$ cat src/rtl/pipe_stage_reg.sv
// Two-entry elastic pipeline register (main + skid) with bubble-gated control,
// flush, and saturating stall/bubble performance counters.
module pipe_stage_reg #(
    parameter int CTRL_W = 10,
    parameter int DATA_W = 111,
    parameter int CNT_W  = 16
) (
    input  logic              Clk,
    input  logic              Reset,
    input  logic              Flush,
    input  logic              InValid,
    output logic              InReady,
    input  logic [CTRL_W-1:0] InCtrl,
    input  logic [DATA_W-1:0] InData,
    output logic              OutValid,
    input  logic              OutReady,
    output logic [CTRL_W-1:0] OutCtrl,
    output logic [DATA_W-1:0] OutData,
    output logic [CNT_W-1:0]  StallCount,
    output logic [CNT_W-1:0]  BubbleCount
);

    localparam logic [1:0] ST_EMPTY = 2'd0;
    localparam logic [1:0] ST_FULL  = 2'd1;
    localparam logic [1:0] ST_SKID  = 2'd2;

    localparam logic [CNT_W-1:0] CNT_MAX = {CNT_W{1'b1}};
    localparam logic [CNT_W-1:0] CNT_ONE = {{(CNT_W-1){1'b0}}, 1'b1};

    logic [1:0]        state_r;
    logic [1:0]        state_nxt_s;
    logic              in_ready_r;
    logic              out_valid_r;
    logic [CTRL_W-1:0] main_ctrl_r;
    logic [DATA_W-1:0] main_data_r;
    logic [CTRL_W-1:0] skid_ctrl_r;
    logic [DATA_W-1:0] skid_data_r;
    logic [CNT_W-1:0]  stall_cnt_r;
    logic [CNT_W-1:0]  bubble_cnt_r;

    logic xfer_in_s;
    logic xfer_out_s;
    logic ld_main_in_s;
    logic ld_main_skid_s;
    logic ld_skid_s;
    logic clr_main_ctrl_s;
    logic stall_inc_s;
    logic bubble_inc_s;

    assign xfer_in_s  = InValid && in_ready_r;
    assign xfer_out_s = out_valid_r && OutReady;

    // Next-state and register load-enable decode for the handshake path.
    always_comb begin
        state_nxt_s     = state_r;
        ld_main_in_s    = 1'b0;
        ld_main_skid_s  = 1'b0;
        ld_skid_s       = 1'b0;
        clr_main_ctrl_s = 1'b0;
        case (state_r)
            ST_EMPTY: begin
                if (xfer_in_s) begin
                    state_nxt_s  = ST_FULL;
                    ld_main_in_s = 1'b1;
                end else begin
                    state_nxt_s  = ST_EMPTY;
                end
            end
            ST_FULL: begin
                if (xfer_out_s && xfer_in_s) begin
                    state_nxt_s  = ST_FULL;
                    ld_main_in_s = 1'b1;
                end else if (xfer_out_s) begin
                    state_nxt_s     = ST_EMPTY;
                    clr_main_ctrl_s = 1'b1;
                end else if (xfer_in_s) begin
                    state_nxt_s = ST_SKID;
                    ld_skid_s   = 1'b1;
                end else begin
                    state_nxt_s = ST_FULL;
                end
            end
            ST_SKID: begin
                if (xfer_out_s) begin
                    state_nxt_s    = ST_FULL;
                    ld_main_skid_s = 1'b1;
                end else begin
                    state_nxt_s = ST_SKID;
                end
            end
            default: begin
                state_nxt_s     = ST_EMPTY;
                clr_main_ctrl_s = 1'b1;
            end
        endcase
    end

    // State plus registered ready/valid, so neither output is combinational from OutReady.
    always_ff @(posedge Clk) begin
        if (Reset || Flush) begin
            state_r     <= ST_EMPTY;
            in_ready_r  <= 1'b1;
            out_valid_r <= 1'b0;
        end else begin
            state_r     <= state_nxt_s;
            in_ready_r  <= (state_nxt_s != ST_SKID);
            out_valid_r <= (state_nxt_s != ST_EMPTY);
        end
    end

    // Control fields: zeroed whenever the stage empties so a bubble has no side effects.
    always_ff @(posedge Clk) begin
        if (Reset || Flush) begin
            main_ctrl_r <= '0;
            skid_ctrl_r <= '0;
        end else begin
            if (ld_main_in_s) begin
                main_ctrl_r <= InCtrl;
            end else if (ld_main_skid_s) begin
                main_ctrl_r <= skid_ctrl_r;
            end else if (clr_main_ctrl_s) begin
                main_ctrl_r <= '0;
            end else begin
                main_ctrl_r <= main_ctrl_r;
            end
            if (ld_skid_s) begin
                skid_ctrl_r <= InCtrl;
            end else begin
                skid_ctrl_r <= skid_ctrl_r;
            end
        end
    end

    // Payload registers: load only on their load events; a flush leaves them untouched.
    always_ff @(posedge Clk) begin
        if (Reset) begin
            main_data_r <= '0;
            skid_data_r <= '0;
        end else if (Flush) begin
            main_data_r <= main_data_r;
            skid_data_r <= skid_data_r;
        end else begin
            if (ld_main_in_s) begin
                main_data_r <= InData;
            end else if (ld_main_skid_s) begin
                main_data_r <= skid_data_r;
            end else begin
                main_data_r <= main_data_r;
            end
            if (ld_skid_s) begin
                skid_data_r <= InData;
            end else begin
                skid_data_r <= skid_data_r;
            end
        end
    end

    assign stall_inc_s  = out_valid_r && !OutReady && (stall_cnt_r != CNT_MAX);
    assign bubble_inc_s = !out_valid_r && (bubble_cnt_r != CNT_MAX);

    // Saturating performance counters; only Reset clears them.
    always_ff @(posedge Clk) begin
        if (Reset) begin
            stall_cnt_r  <= '0;
            bubble_cnt_r <= '0;
        end else begin
            if (stall_inc_s) begin
                stall_cnt_r <= stall_cnt_r + CNT_ONE;
            end else begin
                stall_cnt_r <= stall_cnt_r;
            end
            if (bubble_inc_s) begin
                bubble_cnt_r <= bubble_cnt_r + CNT_ONE;
            end else begin
                bubble_cnt_r <= bubble_cnt_r;
            end
        end
    end

    assign InReady     = in_ready_r;
    assign OutValid    = out_valid_r;
    assign OutCtrl     = main_ctrl_r;
    assign OutData     = main_data_r;
    assign StallCount  = stall_cnt_r;
    assign BubbleCount = bubble_cnt_r;

endmodule

$ cat config.mk
export PLATFORM = sky130hd
export DESIGN_NAME = pipe_stage_reg
export DESIGN_NICKNAME = d
export VERILOG_FILES = /design/src/rtl/pipe_stage_reg.sv
export SDC_FILE = /design/constraint.sdc
export NUM_CORES = 1
export LEC_CHECK = 0
export ABC_AREA = 1
export CORE_MARGIN = 5
export CORE_UTILIZATION = 35
export DETAILED_ROUTE_END_ITERATION = 8
export SLEW_MARGIN = 10
export SYNTH_ARGS = -nofsm -noshare
export SYNTH_HDL_FRONTEND = slang
export SYNTH_SLANG_ARGS = --single-unit
$ cat constraint.sdc
create_clock -name Clk -period 2.9 [get_ports Clk]
set_clock_uncertainty 0.15 [all_clocks]
set_input_delay 0.29 -clock Clk [delete_from_list [all_inputs] [get_ports Clk]]
set_output_delay 0.29 -clock Clk [all_outputs]
set_load 0.02 [all_outputs]
# Word-level counts from Yosys, hierarchy flattened

Cells that the tools add are included.

$add $sub $neg: 2
Equal/unequal tests: 5
Mux-type cells: 21
Bitwise operators: 1
Reductions and logical operators: 16

Operators by type and width:

| kind                                                            | count |
|---|---|
| 111-bit 2-to-1 mux                                              | 2 |
| 16-bit by 1-bit adder with 16-bit output, second input constant | 2 |
| 16-bit inequality test, second input constant                   | 2 |
| 10-bit 2-to-1 mux                                               | 3 |
| 1-bit 2-to-1 mux                                                | 9 |
| 2-bit 2-to-1 mux                                                | 4 |
| 1-bit logical AND                                               | 6 |
| 2-bit case mux with 3 select lines                              | 1 |
| 1-bit case mux with 2 select lines                              | 2 |
| 2-bit AND reduction                                             | 2 |
| 2-bit nonzero test                                              | 2 |
| 3-bit nonzero test                                              | 1 |
| 2-bit by 1-bit == test with 1-bit output, second input constant | 1 |
| 2-bit == test, second input constant                            | 1 |
| 1-bit zero test                                                 | 2 |
| 2-bit zero test                                                 | 1 |
| 2-bit inequality test, second input constant                    | 1 |
| 2-bit OR reduction                                              | 1 |
| 1-bit logical OR                                                | 1 |
| 1-bit inverter                                                  | 1 |

Register bits: 278
Bits of input ports: 126
Logic and storage cells: 54

# Longest topological paths before layout

Depth after elaboration: 7
Mapped depth: 11
Gate-level depth less buffers: 9

# Worst setup path before layout

OpenSTA, ideal clock, no wires.

Path kind: reg2reg
Start point: register in_ready_r, in the netlist InReady
End point: register skid_data_r[68]
Arrival: 1572 ps
Slack: 1063 ps
Cell stages (with the launch flop): 11
Path buffers: 2
Clock period less this slack: 1837 ps
Path through: dfxtp_1 > nand2_1 > inv_1 > ha_1 > nand2_1 > nor2_4 > inv_2 > buf_2 > buf_2 > nor2_1 > nor2_1

Cells in the longest elaborated chain, start to end: 6
Elaborated cells on any way between the ends: 7

Ends and longest elaborated chain:

| element                                  | RTL line | text |
|---|---|---|
| from (decl)                              | 32       | `logic in_ready_r;` |
| from (signal assigned)                   | 106      | `in_ready_r <= (state_nxt_s != ST_SKID);` |
| 1-bit logical AND (*)                    | 50       | `assign xfer_in_s = InValid && in_ready_r;` |
| 1-bit 2-to-1 mux                         | 76       | `end else if (xfer_in_s) begin` |
| 1-bit 2-to-1 mux                         | 73       | `end else if (xfer_out_s) begin` |
| 1-bit 2-to-1 mux (*)                     | 70       | `if (xfer_out_s && xfer_in_s) begin` |
| 1-bit 2-to-1 mux (*)                     | 60       | `case (state_r)` |
| 2-bit AND reduction (no source line) (*) | n/a      |  |
| to (signal assigned)                     | 141      | `skid_data_r <= skid_data_r;` |
| to (signal assigned)                     | 151      | `skid_data_r <= InData;` |
| to (signal assigned)                     | 153      | `skid_data_r <= skid_data_r;` |
| to (decl)                                | 37       | `logic [DATA_W-1:0] skid_data_r;` |

Every way passes the cells marked *; elsewhere a longest branch is shown, timed or not.
A chain may end at the register's enable or synchronous reset.

# Worst setup path in the final report

Start point: register in_ready_r, in the netlist InReady
End point: register main_data_r[88], in the netlist OutData[88]

Cells in the longest elaborated chain, start to end: 6
Elaborated cells on any way between the ends: 8

Ends and longest elaborated chain:

| element                                | RTL line | text |
|---|---|---|
| 1-bit logical AND (*)                  | 50       |  |
| 1-bit logical AND                      | 70       |  |
| 1-bit 2-to-1 mux                       | 70       |  |
| 1-bit case mux with 2 select lines (*) | 60       |  |
| 2-bit nonzero test (no source line)    | n/a      |  |
| 2-bit AND reduction (no source line)   | n/a      |  |
| to (signal assigned)                   | 140      | `main_data_r <= main_data_r;` |
| to (signal assigned)                   | 144      | `main_data_r <= InData;` |
| to (signal assigned)                   | 146      | `main_data_r <= skid_data_r;` |
| to (decl)                              | 35       | `logic [DATA_W-1:0] main_data_r;` |

Marked as above.

==> impl.org <==
** Cells and area
- Layout Area Growth over Synthesis :: 36.55%
- Leaving out fill and tap cells, the most frequent cell in the layout is sky130_fd_sc_hd__nand2_1.
- Share of cells above drive strength 1 :: 4.251%
- Most used cells in the layout excluding fill and tap cells :: sky130_fd_sc_hd__nand2_1 (405), sky130_fd_sc_hd__nor2_1 (374), sky130_fd_sc_hd__clkdlybuf4s50_1 (279)
- In the final design database the tool counted 2,082 nets.
- Once layout is complete, the utilization of the core stands at 48.13%.
- For this run, the number of standard cells in the final layout without fillers is 2,427.

** Floorplan
- Number of placed I/O pins :: 281
- Effective utilization at floorplan :: 35.25%
- Core outline area :: 33,360 um^2
- Horiz. Die Dim :: 193.3 um
- Y dimension of the die :: 193.3 um
- Die Outline Area :: 37,370 um^2
- The floorplan has 67 rows.

** GRT
- The first global-routing pass estimated 60.42 mm of wire.
- Global routing consumed, over all layers together, 19.07% of the routing resources.
- Initial antenna violation count :: 7
- Leftover overflow at the end of global routing :: 0
- Vias in the first global route :: 11,560
- Largest net degree at the start of global routing :: 90

** Synthesis
- Cells after Synth :: 1,724
- Adder-cell area share of the yosys netlist :: 0.3192%
- Sequential cell area fraction in the yosys report :: 47.32%
- Multiplexer share of the synthesized area :: 0%
- Counting every net in the synthesized netlist gives 1,853.
- Synth Area in Compound Gates :: 14.55%
- After synthesis, the largest family of logic cells by area is simple AND/OR/NAND/NOR gates.
- Average size of a mapped cell :: 6.821 um^2
- Register bit count reported by yosys :: 278
- Post-Synthesis Cell Area :: 11,760 um^2
- The number of different library cells used by synthesis comes to 22.
- Share of the synthesized netlist area taken by xor and xnor gates :: 0.8937%
- After Yosys synthesis, and, or, nand and nor cells account for 30.62% of the synthesized area.
- Yosys Warn Count :: 0

** Timing
- Worst hold-check slack :: 0.07719 ns
- Setup repair after global routing left no endpoint under its margin.
- Setup TNS after final layout :: 0 ns
- Final-report max-slew violation count :: 0
- In this run the tightest slew margin relative to its limit is 51.59%.
- Final hold vios :: 0
- Portion of the clock cycle consumed by the worst path in the final layout :: 72.98%
- Count of final setup violators :: 0
- Based on the critical path, the design can be clocked at up to 472.5 MHz.
- Period minus WS final :: 2.116 ns
- Worst-margin pin slew :: 0.7261 ns

** Run status
- The flow ran to the end, and the final reports show no timing, DRC or antenna violations.

** Clock tree
- Counting every sink on the clock net gives 278.
- Post-CTS sizing :: 0
- In this run the deepest clock path goes through 3 buffers.
- Clock-pin slew reported for the worst setup and hold paths after clock tree synthesis :: 0.06 ns
- The number of clock buffers added by TritonCTS is 34.
- Once the clock tree was built, the setup fixing pass inserted 0 buffers.
- Clock latency on the worst-skew pair, taken at its later pin, is 0.50 ns.
- The tree is rooted in a sky130_fd_sc_hd__clkbuf_16.
- TritonCTS clock tree :: done
- The H-tree generated during clock tree synthesis spans 2 levels.
- CTS Hold Bufs :: 0

** Drt
- Wire length after detailed routing :: 36.68 mm
- In the routed design, unresolved DRC markers number 0.
- Drt pass-1 iters :: 5
- Per-cell via count in the routed design :: 4.834
- Avg WL per Cell :: 15.11 um
- The routed layout has 11,730 vias.
- After the first detailed-routing iteration, the DRC count stood at 692.
- Final antenna-violating net count :: 0

** Job
- Max_cap viols :: 0

** Worst hold path
- Origin of the worst min-delay path :: Reset
- For hold timing, the worst endpoint is OutCtrl[3].
- Worst hold path type :: input pin to flop
- Along the worst hold path, the cell count comes to 4.

** Placement
- The HPWL after detailed placement is 23.75 mm.
- IO buf count :: 280
- In this run, placement finished with an instance count of 2,365.
- At the end of routability-driven placement, the weighted congestion stood at 0.7833.

** Critical path
- Nature of the critical path startpoint :: flop
- In this run the critical register-to-register path is launched from InReady.
- Crit-path max FO :: 25
- Worst Setup Path Type :: flop to flop
- In this run the critical register-to-register path is captured at OutData[88].
- Required time reported for the critical path endpoint :: 3.16 ns
- For the worst setup path, the data arrival time is 2.38 ns.
- Minimum setup slack among reg-to-reg paths :: 0.78 ns
- Type of destination of the critical path :: flop
- The number of cells on the worst reg-to-reg path is 9.

** Pwr
- Max IR drop VDD :: 341.0 uV
- The analysis attributes to cell leakage a power of 0.006500 uW.
- Power spread over the standard cell area amounts to 579.1 nW/um^2.
Yosys cell counts:
cell type                  count  area, um^2
sky130_fd_sc_hd__nor3b_1       1       7.510
sky130_fd_sc_hd__xnor2_1       5       43.79
sky130_fd_sc_hd__nand4_1      11       68.82
sky130_fd_sc_hd__nand2_1     406        1524
sky130_fd_sc_hd__clkinv_1      3       11.26
sky130_fd_sc_hd__nor3_1        1       5.000
sky130_fd_sc_hd__nand3_1     110       550.5
sky130_fd_sc_hd__ha_1          3       37.54
sky130_fd_sc_hd__a31oi_1       8       50.05
sky130_fd_sc_hd__nor2_4        2       22.52
sky130_fd_sc_hd__buf_4         2       15.01
sky130_fd_sc_hd__xor2_1        7       61.31
sky130_fd_sc_hd__a21oi_1     100       500.5
sky130_fd_sc_hd__nand2_2       3       18.77
sky130_fd_sc_hd__inv_1        63       236.5
sky130_fd_sc_hd__buf_1        10       37.54
sky130_fd_sc_hd__inv_2         2       7.510
sky130_fd_sc_hd__o21ai_0     232        1161
sky130_fd_sc_hd__buf_2        36       180.2
sky130_fd_sc_hd__nor2_1      374        1404
sky130_fd_sc_hd__clkbuf_1     67       251.5
sky130_fd_sc_hd__dfxtp_1     278        5565
per-layer routing:
layer  wire length (um)  global-route usage, %  vias to the layer above  part of all wire (%)
li1                   -                      -                     5995                     -
met1              16270                  24.66                     5292                    44
met2              16180                  30.32                      355                    44
met3               2990                  6.105                       81                   8.2
met4               1161                  6.399                       10                   3.2
met5                 80                      0                        -                  0.22
worst max-delay path by stage:
stage               slack [ns]     start              end
floorplan                 1.06   InReady  skid_data_r[68]
global placement          0.37   InValid      OutData[81]
detailed placement        0.32  OutReady      OutData[88]
CTS                       0.72   InReady      OutData[88]
global route              0.54   InReady      OutData[88]
finish                    0.78   InReady      OutData[88]
worst max-delay path, cell delays in order, from the launching register on:
cell	delay, ns
sky130_fd_sc_hd__dfxtp_1	0.35
sky130_fd_sc_hd__nand2_1	0.12
sky130_fd_sc_hd__nor2_4	0.15
sky130_fd_sc_hd__nand2_4	0.18
sky130_fd_sc_hd__nand2_1	0.16
sky130_fd_sc_hd__nand2_4	0.13
sky130_fd_sc_hd__inv_4	0.30
sky130_fd_sc_hd__buf_4	0.26
sky130_fd_sc_hd__nand2_1	0.08
sky130_fd_sc_hd__a21oi_1	0.14
metrics by stage:
stage               worst slack [ns]  instance area (um^2)  total power (uW)
floorplan                      1.063                 11760              4709
global placement              0.3685                 14970              5289
detailed placement            0.3190                 14970              5299
CTS                           0.7202                 16050              9452
global route                  0.5438                 16060              9737
finish                        0.7837                 16060              9299
registers in the layout, indices dropped and copies added (netlist names):
name,flops
state_r,2
OutCtrl,10
BubbleCount,16
skid_data_r,111
StallCount,16
OutValid,1
skid_ctrl_r,10
OutData,111
InReady,1
where the power goes:
| part | leakage [uW] | internal, uW | switching (uW) | total (uW) |
|---|---|---|---|---|
| Clock | 0.000530 | 2520 | 1570 | 4090 |
| Sequential | 0.00226 | 3960 | 90.3 | 4050 |
| Combinational | 0.00371 | 508 | 649 | 1160 |
final cells by class:
cell class	instances	area, um^2
antenna	3	7.507
multi-input combinational	1263	5473
clock inverter	5	53.80
inverter	68	260.3
clock buffer	54	1030
timing repair buffer	308	3108
fill	3396	17310
tap	448	560.5
sequential	278	5565
kinds of logic (layout without fill, tap and decap cells):
kind of cell    after synthesis  in the layout
simple gates                908            908
compound gates              340            340
flops                       278            278
buf+inv                     183            435
xor+xnor                     12             12
fa+ha+maj                     3              3
other cells                   0              3
Power figures use the tool's default switching activity.
